==> src/rtl/epp_cmd_dispatcher.sv <==
// EPP command front end: assembles 3-byte frames from the host strobe, queues them, and
// dispatches each in order to the DAC or digital-pot shifter with a start/busy handshake.
module epp_cmd_dispatcher #(
    parameter int TIMEOUT    = 1000,
    parameter int FIFO_DEPTH = 4
) (
    input  logic        clk,
    input  logic        rstn,
    input  logic        dataStb,
    input  logic [7:0]  busBramIn,
    output logic [7:0]  busBramOut,
    input  logic        dacBusy,
    output logic        dacStart,
    output logic [15:0] dacWord,
    input  logic        potBusy,
    output logic        potStart,
    output logic [1:0]  potSel,
    output logic [7:0]  potWord
);

    localparam int PW = (FIFO_DEPTH > 2) ? $clog2(FIFO_DEPTH) : 1;
    localparam int CW = PW + 1;
    localparam int TW = $clog2(TIMEOUT + 1) + 1;

    typedef enum logic [1:0] {S_CMD, S_HI, S_LO} asm_state_t;
    typedef enum logic [1:0] {D_IDLE, D_START, D_ACK, D_WAIT} disp_state_t;

    // ---------------- input synchroniser ----------------
    // Strobe flops reset high so an idle (high) strobe never looks like a rising edge.
    logic [2:0] stb_q;
    logic [7:0] din1_q, din2_q;
    logic       byte_acc;

    always_ff @(posedge clk or negedge rstn) begin
        if (!rstn) begin
            stb_q  <= 3'b111;
            din1_q <= '0;
            din2_q <= '0;
        end else begin
            stb_q  <= {stb_q[1:0], dataStb};
            din1_q <= busBramIn;
            din2_q <= din1_q;
        end
    end

    assign byte_acc = stb_q[1] & ~stb_q[2];

    // ---------------- frame assembler ----------------
    asm_state_t    asm_q, asm_d;
    logic [1:0]    tgt_q, tgt_d;
    logic [7:0]    hi_q, hi_d, lo_q, lo_d;
    logic          push_q, push_d;
    logic [TW-1:0] tmo_cnt_q, tmo_cnt_d;
    logic          ovf_q, ovf_d, tmo_q, tmo_d, cerr_q, cerr_d;
    logic          timeout;
    logic          push_ok;

    always_comb begin
        asm_d     = asm_q;
        tgt_d     = tgt_q;
        hi_d      = hi_q;
        lo_d      = lo_q;
        push_d    = 1'b0;
        ovf_d     = ovf_q;
        tmo_d     = tmo_q;
        cerr_d    = cerr_q;
        timeout   = (asm_q != S_CMD) && !byte_acc && (tmo_cnt_q == TW'(TIMEOUT));
        tmo_cnt_d = (byte_acc || asm_q == S_CMD || timeout) ? '0 : tmo_cnt_q + TW'(1);

        case (asm_q)
            S_CMD: begin
                if (byte_acc) begin
                    if (din2_q[7:2] == 6'd0) begin
                        tgt_d = din2_q[1:0];
                        asm_d = S_HI;
                    end else if (din2_q == 8'h80) begin
                        ovf_d  = 1'b0;
                        tmo_d  = 1'b0;
                        cerr_d = 1'b0;
                    end else begin
                        cerr_d = 1'b1;
                    end
                end
            end
            S_HI: begin
                if (byte_acc) begin
                    hi_d  = din2_q;
                    asm_d = S_LO;
                end else if (timeout) begin
                    tmo_d = 1'b1;
                    asm_d = S_CMD;
                end
            end
            S_LO: begin
                if (byte_acc) begin
                    lo_d   = din2_q;
                    push_d = 1'b1;
                    asm_d  = S_CMD;
                end else if (timeout) begin
                    tmo_d = 1'b1;
                    asm_d = S_CMD;
                end
            end
            default: asm_d = S_CMD;
        endcase

        if (push_q && !push_ok) begin
            ovf_d = 1'b1;
        end
    end

    always_ff @(posedge clk or negedge rstn) begin
        if (!rstn) begin
            asm_q     <= S_CMD;
            tgt_q     <= '0;
            hi_q      <= '0;
            lo_q      <= '0;
            push_q    <= 1'b0;
            tmo_cnt_q <= '0;
            ovf_q     <= 1'b0;
            tmo_q     <= 1'b0;
            cerr_q    <= 1'b0;
        end else begin
            asm_q     <= asm_d;
            tgt_q     <= tgt_d;
            hi_q      <= hi_d;
            lo_q      <= lo_d;
            push_q    <= push_d;
            tmo_cnt_q <= tmo_cnt_d;
            ovf_q     <= ovf_d;
            tmo_q     <= tmo_d;
            cerr_q    <= cerr_d;
        end
    end

    // ---------------- frame queue ----------------
    logic [17:0]   mem_q [FIFO_DEPTH];
    logic [PW-1:0] wr_ptr_q, rd_ptr_q;
    logic [CW-1:0] cnt_q;
    logic [17:0]   head;
    logic [1:0]    head_tgt;
    logic          fifo_empty, fifo_full, head_busy, pop;
    disp_state_t   disp_q, disp_d;

    assign fifo_empty = (cnt_q == '0);
    assign fifo_full  = (cnt_q == CW'(FIFO_DEPTH));
    assign head       = mem_q[rd_ptr_q];
    assign head_tgt   = head[17:16];
    assign head_busy  = (head_tgt == 2'd0) ? dacBusy : potBusy;
    assign pop        = (disp_q == D_IDLE) && !fifo_empty && !head_busy;
    // A pop in the same cycle frees a slot, so a push into a full queue still lands.
    assign push_ok    = push_q && (!fifo_full || pop);

    always_ff @(posedge clk) begin
        if (push_ok) begin
            mem_q[wr_ptr_q] <= {tgt_q, hi_q, lo_q};
        end
    end

    always_ff @(posedge clk or negedge rstn) begin
        if (!rstn) begin
            wr_ptr_q <= '0;
            rd_ptr_q <= '0;
            cnt_q    <= '0;
        end else begin
            if (push_ok) begin
                wr_ptr_q <= (wr_ptr_q == PW'(FIFO_DEPTH - 1)) ? '0 : wr_ptr_q + PW'(1);
            end
            if (pop) begin
                rd_ptr_q <= (rd_ptr_q == PW'(FIFO_DEPTH - 1)) ? '0 : rd_ptr_q + PW'(1);
            end
            case ({push_ok, pop})
                2'b10:   cnt_q <= cnt_q + CW'(1);
                2'b01:   cnt_q <= cnt_q - CW'(1);
                default: cnt_q <= cnt_q;
            endcase
        end
    end

    // ---------------- dispatcher ----------------
    logic [1:0]  cur_tgt_q, cur_tgt_d;
    logic        dac_start_q, dac_start_d, pot_start_q, pot_start_d;
    logic [15:0] dac_word_q, dac_word_d;
    logic [1:0]  pot_sel_q, pot_sel_d;
    logic [7:0]  pot_word_q, pot_word_d;
    logic        cur_busy;

    assign cur_busy = (cur_tgt_q == 2'd0) ? dacBusy : potBusy;

    always_comb begin
        disp_d      = disp_q;
        cur_tgt_d   = cur_tgt_q;
        dac_start_d = 1'b0;
        pot_start_d = 1'b0;
        dac_word_d  = dac_word_q;
        pot_sel_d   = pot_sel_q;
        pot_word_d  = pot_word_q;

        case (disp_q)
            D_IDLE: begin
                if (pop) begin
                    cur_tgt_d = head_tgt;
                    disp_d    = D_START;
                    if (head_tgt == 2'd0) begin
                        dac_word_d  = head[15:0];
                        dac_start_d = 1'b1;
                    end else begin
                        pot_sel_d   = head_tgt - 2'd1;
                        pot_word_d  = head[7:0];
                        pot_start_d = 1'b1;
                    end
                end
            end
            D_START: disp_d = D_ACK;
            D_ACK:   disp_d = D_WAIT;
            D_WAIT:  if (!cur_busy) disp_d = D_IDLE;
            default: disp_d = D_IDLE;
        endcase
    end

    logic [2:0] cnt_sat;
    logic [7:0] status_d, status_q;

    always_comb begin
        cnt_sat  = (int'(cnt_q) > 7) ? 3'd7 : 3'(cnt_q);
        status_d = {ovf_q, tmo_q, cerr_q, cnt_sat, disp_q != D_IDLE, asm_q != S_CMD};
    end

    always_ff @(posedge clk or negedge rstn) begin
        if (!rstn) begin
            disp_q      <= D_IDLE;
            cur_tgt_q   <= '0;
            dac_start_q <= 1'b0;
            pot_start_q <= 1'b0;
            dac_word_q  <= '0;
            pot_sel_q   <= '0;
            pot_word_q  <= '0;
            status_q    <= '0;
        end else begin
            disp_q      <= disp_d;
            cur_tgt_q   <= cur_tgt_d;
            dac_start_q <= dac_start_d;
            pot_start_q <= pot_start_d;
            dac_word_q  <= dac_word_d;
            pot_sel_q   <= pot_sel_d;
            pot_word_q  <= pot_word_d;
            status_q    <= status_d;
        end
    end

    assign busBramOut = status_q;
    assign dacStart   = dac_start_q;
    assign dacWord    = dac_word_q;
    assign potStart   = pot_start_q;
    assign potSel     = pot_sel_q;
    assign potWord    = pot_word_q;

endmodule

==> config.mk <==
export PLATFORM = sky130hd
export DESIGN_NAME = epp_cmd_dispatcher
export DESIGN_NICKNAME = d
export VERILOG_FILES = /design/src/rtl/epp_cmd_dispatcher.sv
export SDC_FILE = /design/constraint.sdc
export NUM_CORES = 1
export LEC_CHECK = 0
export ABC_AREA = 1
export BUFFER_PORTS_ARGS = -buffer_cell sky130_fd_sc_hd__buf_4
export CAP_MARGIN = 10
export CORE_MARGIN = 8
export CORE_UTILIZATION = 25
export CTS_CLUSTER_SIZE = 12
export DETAILED_ROUTE_END_ITERATION = 16
export MAX_ROUTING_LAYER = met4
export PLACE_DENSITY_LB_ADDON = 0.05
export SLEW_MARGIN = 20
export SYNTH_ARGS = -nofsm -noshare
export SYNTH_HDL_FRONTEND = slang
export SYNTH_SLANG_ARGS = --single-unit
==> constraint.sdc <==
create_clock -name clk -period 4.8 [get_ports clk]
set_input_delay 0.96 -clock clk [delete_from_list [all_inputs] [get_ports clk]]
set_output_delay 0.96 -clock clk [all_outputs]
set_load 0.05 [all_outputs]
==> results of run 1 <==
[layout by cell type, fill, tap and decap left out, types with 2 or more instances in the layout]
master | synthesis | final
a21oi_1 | 7 | 7
buf_4 | 1 | 57
clkbuf_16 | 0 | 17
dfrtp_1 | 98 | 98
dfstp_2 | 3 | 3
edfxtp_1 | 72 | 72
ha_1 | 15 | 15
inv_1 | 46 | 46
inv_2 | 2 | 2
inv_6 | 0 | 8
inv_8 | 0 | 3
nand2_1 | 116 | 116
nand3_1 | 15 | 15
nand4_1 | 3 | 3
nor2_1 | 74 | 74
nor2_2 | 2 | 2
nor2_4 | 2 | 2
nor3_1 | 4 | 4
o21ai_0 | 59 | 59
o21ai_1 | 29 | 29
o22a_1 | 2 | 2
o22ai_1 | 16 | 16
o31ai_1 | 2 | 2
xor2_1 | 4 | 4
[per-layer routing]
| metal | vias to the layer above | wire length [um] |
|---|---|---|
| met2 | 64 | 6610 |
| met1 | 2049 | 8050 |
| met4 | 0 | 116 |
| li1 | 2137 | - |
| met3 | 8 | 455 |
| met5 | - | 0 |
[area by class of cell]
cell class / count / area (um^2) / area share
flip-flops and latches: 173 / 4690 / 0.581
repair buffers: 57 / 428 / 0.0530
well taps: 341 / 427 / 0.0528
clock inverters: 14 / 120 / 0.0149
inverters: 48 / 180 / 0.0223
clock buffers: 18 / 429 / 0.0531
multi-input cells: 361 / 1800 / 0.223
[cells by family after synthesis]
kind of cell	after synthesis	synth area share
simple gates	222	0.135
flops	173	0.690
compound gates	118	0.0931
xor+xnor	5	0.00644
fa+ha+maj	16	0.0305
buf+inv	68	0.0449
[worst paths after layout]
check                          endpoint  slack, ns
max                            cnt_q[2]       1.21
min                           din2_q[2]       0.35
max reg2reg                    cnt_q[2]       1.21
min reg2reg                   din2_q[2]       0.35
max in group asynchronous    dacWord[5]       3.49
min in group asynchronous  tmo_cnt_q[6]       0.39
[registers in the layout, summed over array words and instances (netlist names), 3 cells and up]
| register | flops |
|---|---|
| busBramOut | 8 |
| dacWord | 16 |
| din1_q | 8 |
| cnt_q | 3 |
| mem_q | 72 |
| tmo_cnt_q | 11 |
| lo_q | 8 |
| potWord | 8 |
| stb_q | 3 |
| hi_q | 8 |
| din2_q | 8 |
[power groups by stage]
stage | logic (mW) | clock network, mW | registers [mW]
floorplan | 0.913 | 0 | 2.51
global placement | 1.83 | 0 | 2.16
detailed placement | 1.84 | 0 | 2.16
CTS | 1.85 | 1.36 | 2.13
global route | 2.02 | 1.42 | 2.18
finish | 1.81 | 1.31 | 2.12
[cell usage after synthesis (2+ instances only)]
| master | number | area share |
|---|---|---|
| nand3_1 | 15 | 0.011 |
| nor2_1 | 74 | 0.041 |
| a21oi_1 | 7 | 0.0052 |
| dfrtp_1 | 98 | 0.36 |
| o22a_1 | 2 | 0.0026 |
| dfstp_2 | 3 | 0.012 |
| o21ai_1 | 29 | 0.021 |
| o22ai_1 | 16 | 0.015 |
| clkbuf_1 | 5 | 0.0028 |
| buf_6 | 5 | 0.0083 |
| nand2_1 | 116 | 0.064 |
| o21ai_0 | 59 | 0.043 |
| inv_1 | 46 | 0.025 |
| buf_2 | 6 | 0.0044 |
| inv_2 | 2 | 0.0011 |
| nor2_4 | 2 | 0.0033 |
| ha_1 | 15 | 0.028 |
| buf_1 | 2 | 0.0011 |
| edfxtp_1 | 72 | 0.32 |
| nand4_1 | 3 | 0.0028 |
| nor2_2 | 2 | 0.0018 |
| xor2_1 | 4 | 0.0052 |
| nor3_1 | 4 | 0.0029 |
| o31ai_1 | 2 | 0.0022 |
[worst register-to-register path, stage by stage, from the launching register on]
cell	delay [ns]
dfrtp_1	0.36
buf_4	0.20
inv_1	0.48
o21ai_0	0.19
o22a_1	0.25
ha_1	0.40
inv_2	0.37
nand2_2	0.13
and2_1	0.19
nand3_1	0.14
inv_1	0.07
fa_1	0.40
inv_1	0.09
nand4_1	0.09
nand3_1	0.10
nand2_1	0.05
inv_1	0.04
==> flow_summary.json, run 1 <==
{
  "outcome": "completed",
  "utilization": 0.301,
  "cts_tree": "done",
  "endpoint_kind": "flip-flop",
  "die_h_um": 181,
  "startpoint_type": "flip-flop",
  "grt_max_degree": 47,
  "grt_pass1_wl_mm": 24.9,
  "finalSetupTns_ns": 0,
  "setup_viol": 0,
  "finalHoldWorstSlack_ns": 0.350,
  "h-tree-depth": 4,
  "critPathMaxStageDelay_ns": 0.47,
  "hpwl_mm": 10.2,
  "hold_path.class": "reg2reg",
  "path_clk_slew_ns": 0.07,
  "drv_cap": 0,
  "row_count": 60,
  "globalRouteTotalUtil": 0.0990,
  "die-area_mm2": 0.0327,
  "synth-edff-count": 72,
  "drtIter0Drc": 218,
  "crit_top_cell": "inv_1",
  "gp_congestion": 0.745,
  "clkPwrFrac": 0.250,
  "syn_inst": 602,
  "slowest_stage": "inv_1",
  "critPathTopFamily": "buffers and inverters",
  "routed_via_density": 4.21,
  "total_power_mw": 5.24,
  "dr.pass1.iters": 4,
  "rr_startpoint": "rd_ptr_q[1]",
  "min_path_cells": 0,
  "crit_chain": "buf_4, inv_1, o21ai_0, o22a_1, ha_1, inv_2, nand2_2, and2_1, nand3_1, inv_1, fa_1, inv_1, nand4_1, nand3_1, nand2_1, inv_1",
  "met3_usage": 0.0275,
  "slew_headroom": 0.572,
  "yosysSeqAreaShare": 0.690,
  "setup.worst_path.class": "reg2reg",
  "worstRegToRegCells": 16,
  "ant_nets": 0,
  "period_minus_slack_ns": 3.59,
  "fillerInstances": 2769,
  "diodes": 0,
  "finalCritPeriodShare": 0.749,
  "io_pins": 49,
  "synth_cell_types": 37,
  "syn-num-nets": 631,
  "core-area_mm2": 0.0268,
  "layout.nets": 687,
  "holdBufCountCts": 0,
  "met1_usage": 0.134,
  "worst-path-buf-inv": 6,
  "rsz0062_at_grt": "false",
  "final_area_mm2": 0.00808,
  "worstPathRequired_ns": 5.17,
  "wirelength_mm": 15.2,
  "cts_resized": 0,
  "top_usage_layer": "met2",
  "worstSetupStartpoint": "rd_ptr_q[1]",
  "drc": 0,
  "hp-start": "din1_q[2]",
  "avgSynthCellArea_um2": 11.3,
  "max_freq_ghz": 0.278,
  "final_cells": 1012,
  "numCtsBuffers": 17,
  "worstPathMaxFanout": 20,
  "powerDensity_mw_per_mm2": 649,
  "io_buffer_count": 48,
  "peakVddDrop_v": 0.000200,
  "worstMarginPinSlew_ns": 0.642,
  "async_flop_share": 0.584,
  "grt_use_met2": 0.144,
  "hold_viol_final": 0,
  "clk_latency_ns": 0.43,
  "avgRoutedWirePerCell_um": 15.1,
  "cp.arrival_ns": 3.96,
  "combPwrFrac": 0.346,
  "leakage_nw": 3.40,
  "power_frac_seq": 0.405,
  "clock-root-buffer": "clkbuf_16",
  "clock-skew-final_ns": 0.0188,
  "finalWorstSetupSlack_ns": 1.21,
  "antenna_found_initial": 0,
  "grt_pass1_vias": 4433,
  "drive_above_1_share": 0.152,
  "start_util": 0.254,
  "grt-ovfl-total": 0,
  "postCtsSetupBuffers": 0,
  "path_depth": 16,
  "swShare": 0.409,
  "placed_cell_area_mm2": 0.00753,
  "yosys_warnings": 0,
  "die_w_um": 181,
  "syn-cell-area_mm2": 0.00680,
  "synth-seq-cells": 173,
  "place_ws_ns": 1.16,
  "num_vias": 4258,
  "intPower_mw": 3.10,
  "cts_sinks": 173,
  "synthFlopType": "dfrtp_1",
  "dp.cells": 980,
  "report.final.slew_viol_count": 0,
  "areaGrowthSynthToFinish_pct": 18.8,
  "ctsLongestPathBuffers": 2,
  "p_sw_mw": 2.14
}
No activity file was read; power rests on OpenSTA's default activity.
==> inputs of run 2 (changes only) <==
--- a/config.mk
+++ b/config.mk
@@ -5,7 +5,7 @@
 export SDC_FILE = /design/constraint.sdc
 export NUM_CORES = 1
 export LEC_CHECK = 0
-export ABC_AREA = 1
+export ABC_AREA = 0
 export BUFFER_PORTS_ARGS = -buffer_cell sky130_fd_sc_hd__buf_4
 export CAP_MARGIN = 10
 export CORE_MARGIN = 8
==> constraint.sdc (replaced) <==
create_clock -name clk -period 3 [get_ports clk]
set_input_delay 0.6 -clock clk [delete_from_list [all_inputs] [get_ports clk]]
set_output_delay 0.6 -clock clk [all_outputs]
set_load 0.05 [all_outputs]
==> flow_summary.json, run 2 <==
{
  "outcome": "completed",
  "diodes": 0,
  "synth-edff-count": 72,
  "clock-root-buffer": "clkbuf_16",
  "core-area_mm2": 0.0261,
  "drc": 0,
  "areaGrowthSynthToFinish_pct": 21.7,
  "die_w_um": 179,
  "ctsLongestPathBuffers": 2,
  "ant_nets": 0,
  "synth-seq-cells": 173,
  "crit_chain": "mux4_2, inv_1, ha_1, a21boi_2, nand3_2, nor2_1, fa_1, nor2_1, nand2_1, a311o_1",
  "finalCritPeriodShare": 0.917,
  "io_pins": 49,
  "largest_register_ffs": 72,
  "start_util": 0.255,
  "avgSynthCellArea_um2": 16.9,
  "hold_viol_final": 0,
  "clock-skew-final_ns": 0.0107,
  "globalRouteTotalUtil": 0.0959,
  "postCtsSetupBuffers": 0,
  "syn-num-nets": 423,
  "max_freq_ghz": 0.363,
  "synthFlopType": "dfrtp_1",
  "die_h_um": 179,
  "startpoint_type": "flip-flop",
  "setup_viol": 0,
  "num_vias": 3395,
  "period_minus_slack_ns": 2.75,
  "endpoint_kind": "flip-flop",
  "cts_resized": 0,
  "syn_inst": 394,
  "gp_congestion": 0.723,
  "rsz0062_at_grt": "false",
  "antenna_found_initial": 0,
  "h-tree-depth": 4,
  "yosysSeqAreaShare": 0.707,
  "cts_sinks": 173,
  "yosysMostFrequentCell": "dfrtp_1",
  "synth_cell_types": 50,
  "crit_top_cell": "nor2_1",
  "synth_top_cells_by_count": "dfrtp_1 (98), edfxtp_1 (72), mux2_2 (33)",
  "worstPathMaxFanout": 7,
  "report.final.slew_viol_count": 0,
  "final_cells": 814,
  "drive_above_1_share": 0.317,
  "grt_pass1_wl_mm": 22.2,
  "peakVddDrop_v": 0.000441,
  "final_common_cell": "dfrtp_1",
  "cp.arrival_ns": 3.06,
  "layout.nets": 495,
  "top_register": "mem_q",
  "drv_cap": 0,
  "numCtsBuffers": 17,
  "io_buffer_count": 48,
  "ys_top_cells_by_area": "dfrtp_1 (37%), edfxtp_1 (33%), mux4_2 (6.1%)",
  "final_cell_mix": "dfrtp_1 (98), edfxtp_1 (72), buf_4 (57)",
  "slew_headroom": 0.597,
  "critPathMaxStageDelay_ns": 0.54,
  "row_count": 59,
  "fillerInstances": 2572,
  "dp.cells": 782,
  "hold_path.class": "in2async",
  "setup.worst_path.class": "reg2reg",
  "grt_max_degree": 44,
  "slowest_stage": "mux4_2",
  "avgRoutedWirePerCell_um": 16.9,
  "grt_pass1_vias": 3734,
  "synth_top_area_cell": "dfrtp_1",
  "routed_via_density": 4.17,
  "grt-ovfl-total": 0,
  "wirelength_mm": 13.8,
  "holdBufCountCts": 0,
  "leakage_nw": 3.22,
  "path_clk_slew_ns": 0.07,
  "dr.pass1.iters": 4,
  "drtIter0Drc": 226,
  "worstPathRequired_ns": 3.31,
  "worstMarginPinSlew_ns": 0.605,
  "die-area_mm2": 0.0320,
  "powerDensity_mw_per_mm2": 954,
  "finalHoldWorstSlack_ns": 0.171,
  "async_flop_share": 0.584,
  "synth_top_cell_area_share": 0.369,
  "syn-cell-area_mm2": 0.00664,
  "clk_latency_ns": 0.42,
  "finalSetupTns_ns": 0,
  "hpwl_mm": 9.25,
  "yosys_warnings": 0,
  "cts_tree": "done"
}
-- run 2: kinds of logic after synthesis --
family | count (synthesis) | synth area share
DFF | 173 | 0.707
xor gates and xnor gates | 10 | 0.0132
muxes | 66 | 0.142
adders and majority gates | 16 | 0.0313
buffers and inverters | 28 | 0.0185
and+or+nand+nor | 75 | 0.0591
AOI/OAI and AO/OA | 26 | 0.0294
-- run 2: stage by stage --
step	setup slack (ns)	util	area, um^2	total power [mW]
2_1_floorplan	0.209	-	6640	4.95
3_5_place_dp	0.252	0.289	7540	5.79
3_3_place_gp	0.275	0.289	7540	5.78
5_1_grt	0.0736	0.310	8080	8.16
4_1_cts	0.233	0.310	8080	7.88
6_report	0.248	0.310	8080	7.71
-- run 2: final cells by class --
type	instances	area, um^2	area share
inverters	19	71.3	0.00882
repair buffers	62	528	0.0653
clock inverters	14	114	0.0141
multi-input cells	193	1830	0.226
clock buffers	18	429	0.0531
well taps	335	419	0.0519
flip-flops and latches	173	4690	0.581
-- run 2: metal layers --
metal,part of all wire,wire length (um),GRT usage
met1,0.46,6310,0.115
met2,0.50,6880,0.154
met3,0.032,444,0.0255
met4,0.010,144,0.0341
met5,0,0,-
-- run 2: final timing paths --
check                                  from        end  slack (ns)  cells past startpoint
min in group clk                    dataStb   stb_q[0]        0.28                      1
max in group asynchronous              rstn   stb_q[0]        2.10                      2
worst min register to register    din1_q[2]  din2_q[2]        0.35                      0
worst min-delay path                   rstn   potStart        0.17                      1
worst max register to register  rd_ptr_q[0]   cnt_q[2]        0.25                     10
worst max-delay path            rd_ptr_q[0]   cnt_q[2]        0.25                     10
-- run 2: where the power goes --
part / total (mW) / internal, mW / leakage [nW] / switching (mW)
clock network: 2.05 / 1.08 / 0.259 / 0.971
logic: 2.42 / 0.939 / 1.05 / 1.48
registers: 3.24 / 2.93 / 1.91 / 0.316
total: 7.71 / 4.94 / 3.22 / 2.77
-- run 2: critical path, delay by kind of cell, from the launching register on --
kind | cells | cell delay (ns)
AOI/OAI and AO/OA | 2 | 0.48
DFF | 1 | 0.44
buffers and inverters | 1 | 0.09
adders and majority gates | 2 | 0.73
and+or+nand+nor | 4 | 0.37
muxes | 1 | 0.54
==> inputs of run 3 (changes only) <==
==> constraint.sdc (replaced) <==
create_clock -name clk -period 3.31 [get_ports clk]
set_input_delay 0.662 -clock clk [delete_from_list [all_inputs] [get_ports clk]]
set_output_delay 0.662 -clock clk [all_outputs]
set_load 0.05 [all_outputs]
==> flow_summary.json, run 3 (synthesized netlist as in run 2, its figures left out) <==
{
  "report.final.slew_viol_count": 0,
  "ctsLongestPathBuffers": 2,
  "leakage_nw": 3.22,
  "layout.nets": 491,
  "max_freq_ghz": 0.340,
  "grt_pass1_vias": 3765,
  "period_minus_slack_ns": 2.94,
  "die_w_um": 179,
  "gp_congestion": 0.685,
  "setup.worst_path.class": "reg2reg",
  "peakVddDrop_v": 0.000334,
  "numCtsBuffers": 17,
  "finalCritPeriodShare": 0.889,
  "grt_max_degree": 56,
  "avgRoutedWirePerCell_um": 16.7,
  "clock-root-buffer": "clkbuf_16",
  "cts_tree": "done",
  "path_clk_slew_ns": 0.07,
  "cts_sinks": 173,
  "hold_path.class": "in2async",
  "holdBufCountCts": 0,
  "diodes": 0,
  "worstPathMaxFanout": 10,
  "cp.arrival_ns": 3.24,
  "grt-ovfl-total": 0,
  "utilization": 0.308,
  "io_pins": 49,
  "num_vias": 3406,
  "hpwl_mm": 8.94,
  "row_count": 59,
  "clock-skew-final_ns": 0.0119,
  "final_cell_mix": "dfrtp_1 (97), edfxtp_1 (72), buf_4 (57)",
  "areaGrowthSynthToFinish_pct": 20.8,
  "clk_latency_ns": 0.42,
  "globalRouteTotalUtil": 0.0949,
  "die_h_um": 179,
  "worstPathRequired_ns": 3.61,
  "final_common_cell": "dfrtp_1",
  "startpoint_type": "flip-flop",
  "hold_viol_final": 0,
  "drtIter0Drc": 172,
  "slew_headroom": 0.563,
  "routed_via_density": 4.20,
  "largest_register_ffs": 72,
  "antenna_found_initial": 0,
  "wirelength_mm": 13.5,
  "worstRegToRegCells": 10,
  "outcome": "completed",
  "drc": 0,
  "rsz0062_at_grt": "false",
  "dr.pass1.iters": 4,
  "r2r_slack_ns": 0.37,
  "io_buffer_count": 48,
  "worstMarginPinSlew_ns": 0.655,
  "die-area_mm2": 0.0320,
  "finalSetupTns_ns": 0,
  "start_util": 0.255,
  "endpoint_kind": "flip-flop",
  "setup_viol": 0,
  "core-area_mm2": 0.0261,
  "powerDensity_mw_per_mm2": 874,
  "reg2reg_to": "cnt_q[2]",
  "drv_cap": 0,
  "grt_pass1_wl_mm": 22.1,
  "rr_startpoint": "rd_ptr_q[0]",
  "top_register": "mem_q",
  "h-tree-depth": 4,
  "drive_above_1_share": 0.314,
  "ant_nets": 0
}
run 3: changes by cell type in the layout (fill, tap and decap cells not counted):
cell / previous run / this run
dfrtp_2: 0 / 1
clkbuf_8: 0 / 1
inv_8: 1 / 0
dfrtp_1: 98 / 97
clkinvlp_4: 3 / 0
buf_12: 5 / 1
inv_6: 3 / 7
clkinv_4: 5 / 3
clkbuf_16: 17 / 18
run 3: how the worst max path moves through the flow:
stage	cells after the start	slack, ns	to	start
finish	10	0.37	cnt_q[2]	rd_ptr_q[0]
global route	11	0.11	cnt_q[2]	rd_ptr_q[0]
CTS	10	0.23	cnt_q[2]	rd_ptr_q[0]
detailed placement	10	0.24	cnt_q[2]	rd_ptr_q[0]
global placement	10	0.31	cnt_q[2]	rd_ptr_q[0]
floorplan	11	0.52	cnt_q[2]	rd_ptr_q[0]
run 3: critical path, stage by stage, from the launching register on:
cell	delay [ns]
dfrtp_2	0.47
mux4_2	0.54
inv_1	0.09
ha_1	0.32
a21boi_2	0.13
nand3_2	0.20
nor2_1	0.08
fa_1	0.41
nor2_1	0.17
nand2_1	0.07
a311o_1	0.34
run 3: repair_timing:
| item | 4_1_cts | 5_1_grt |
|---|---|---|
| gates resized for setup | 0 | 1 |
| setup endpoints to repair | 0 | 1 |
| buffers inserted | 0 | 0 |
run 3: area by class of cell:
| type | instances | area, um^2 |
|---|---|---|
| well taps | 335 | 419 |
| repair buffers | 58 | 448 |
| inverters | 19 | 71.3 |
| flip-flops and latches | 173 | 4690 |
| clock inverters | 12 | 97.6 |
| multi-input cells | 193 | 1830 |
| clock buffers | 20 | 468 |
| fillers | 2552 | 18000 |
run 3: power breakdown:
part / internal [mW] / switching (mW)
logic: 0.829 / 1.32
registers: 2.65 / 0.296
clock network: 1.05 / 0.868
run 3: metrics by stage:
stage	worst slack, ns	instance area, um^2	hold slack (ns)	total power [mW]	cells
after CTS	0.233	8020	0.284	7.18	810
final	0.366	8030	0.269	7.01	810
after global routing	0.107	8030	0.301	7.44	810
after detailed placement	0.240	7460	0.335	5.21	778
after floorplan	0.519	6640	0.331	4.49	394
after global placement	0.312	7460	0.332	5.20	778
run 3: routing by layer:
layer / GRT usage / share of wire
met1: 0.119 / 0.48
met2: 0.147 / 0.48
met4: 0.0279 / 0.0053
met5: - / 0
met3: 0.0278 / 0.036
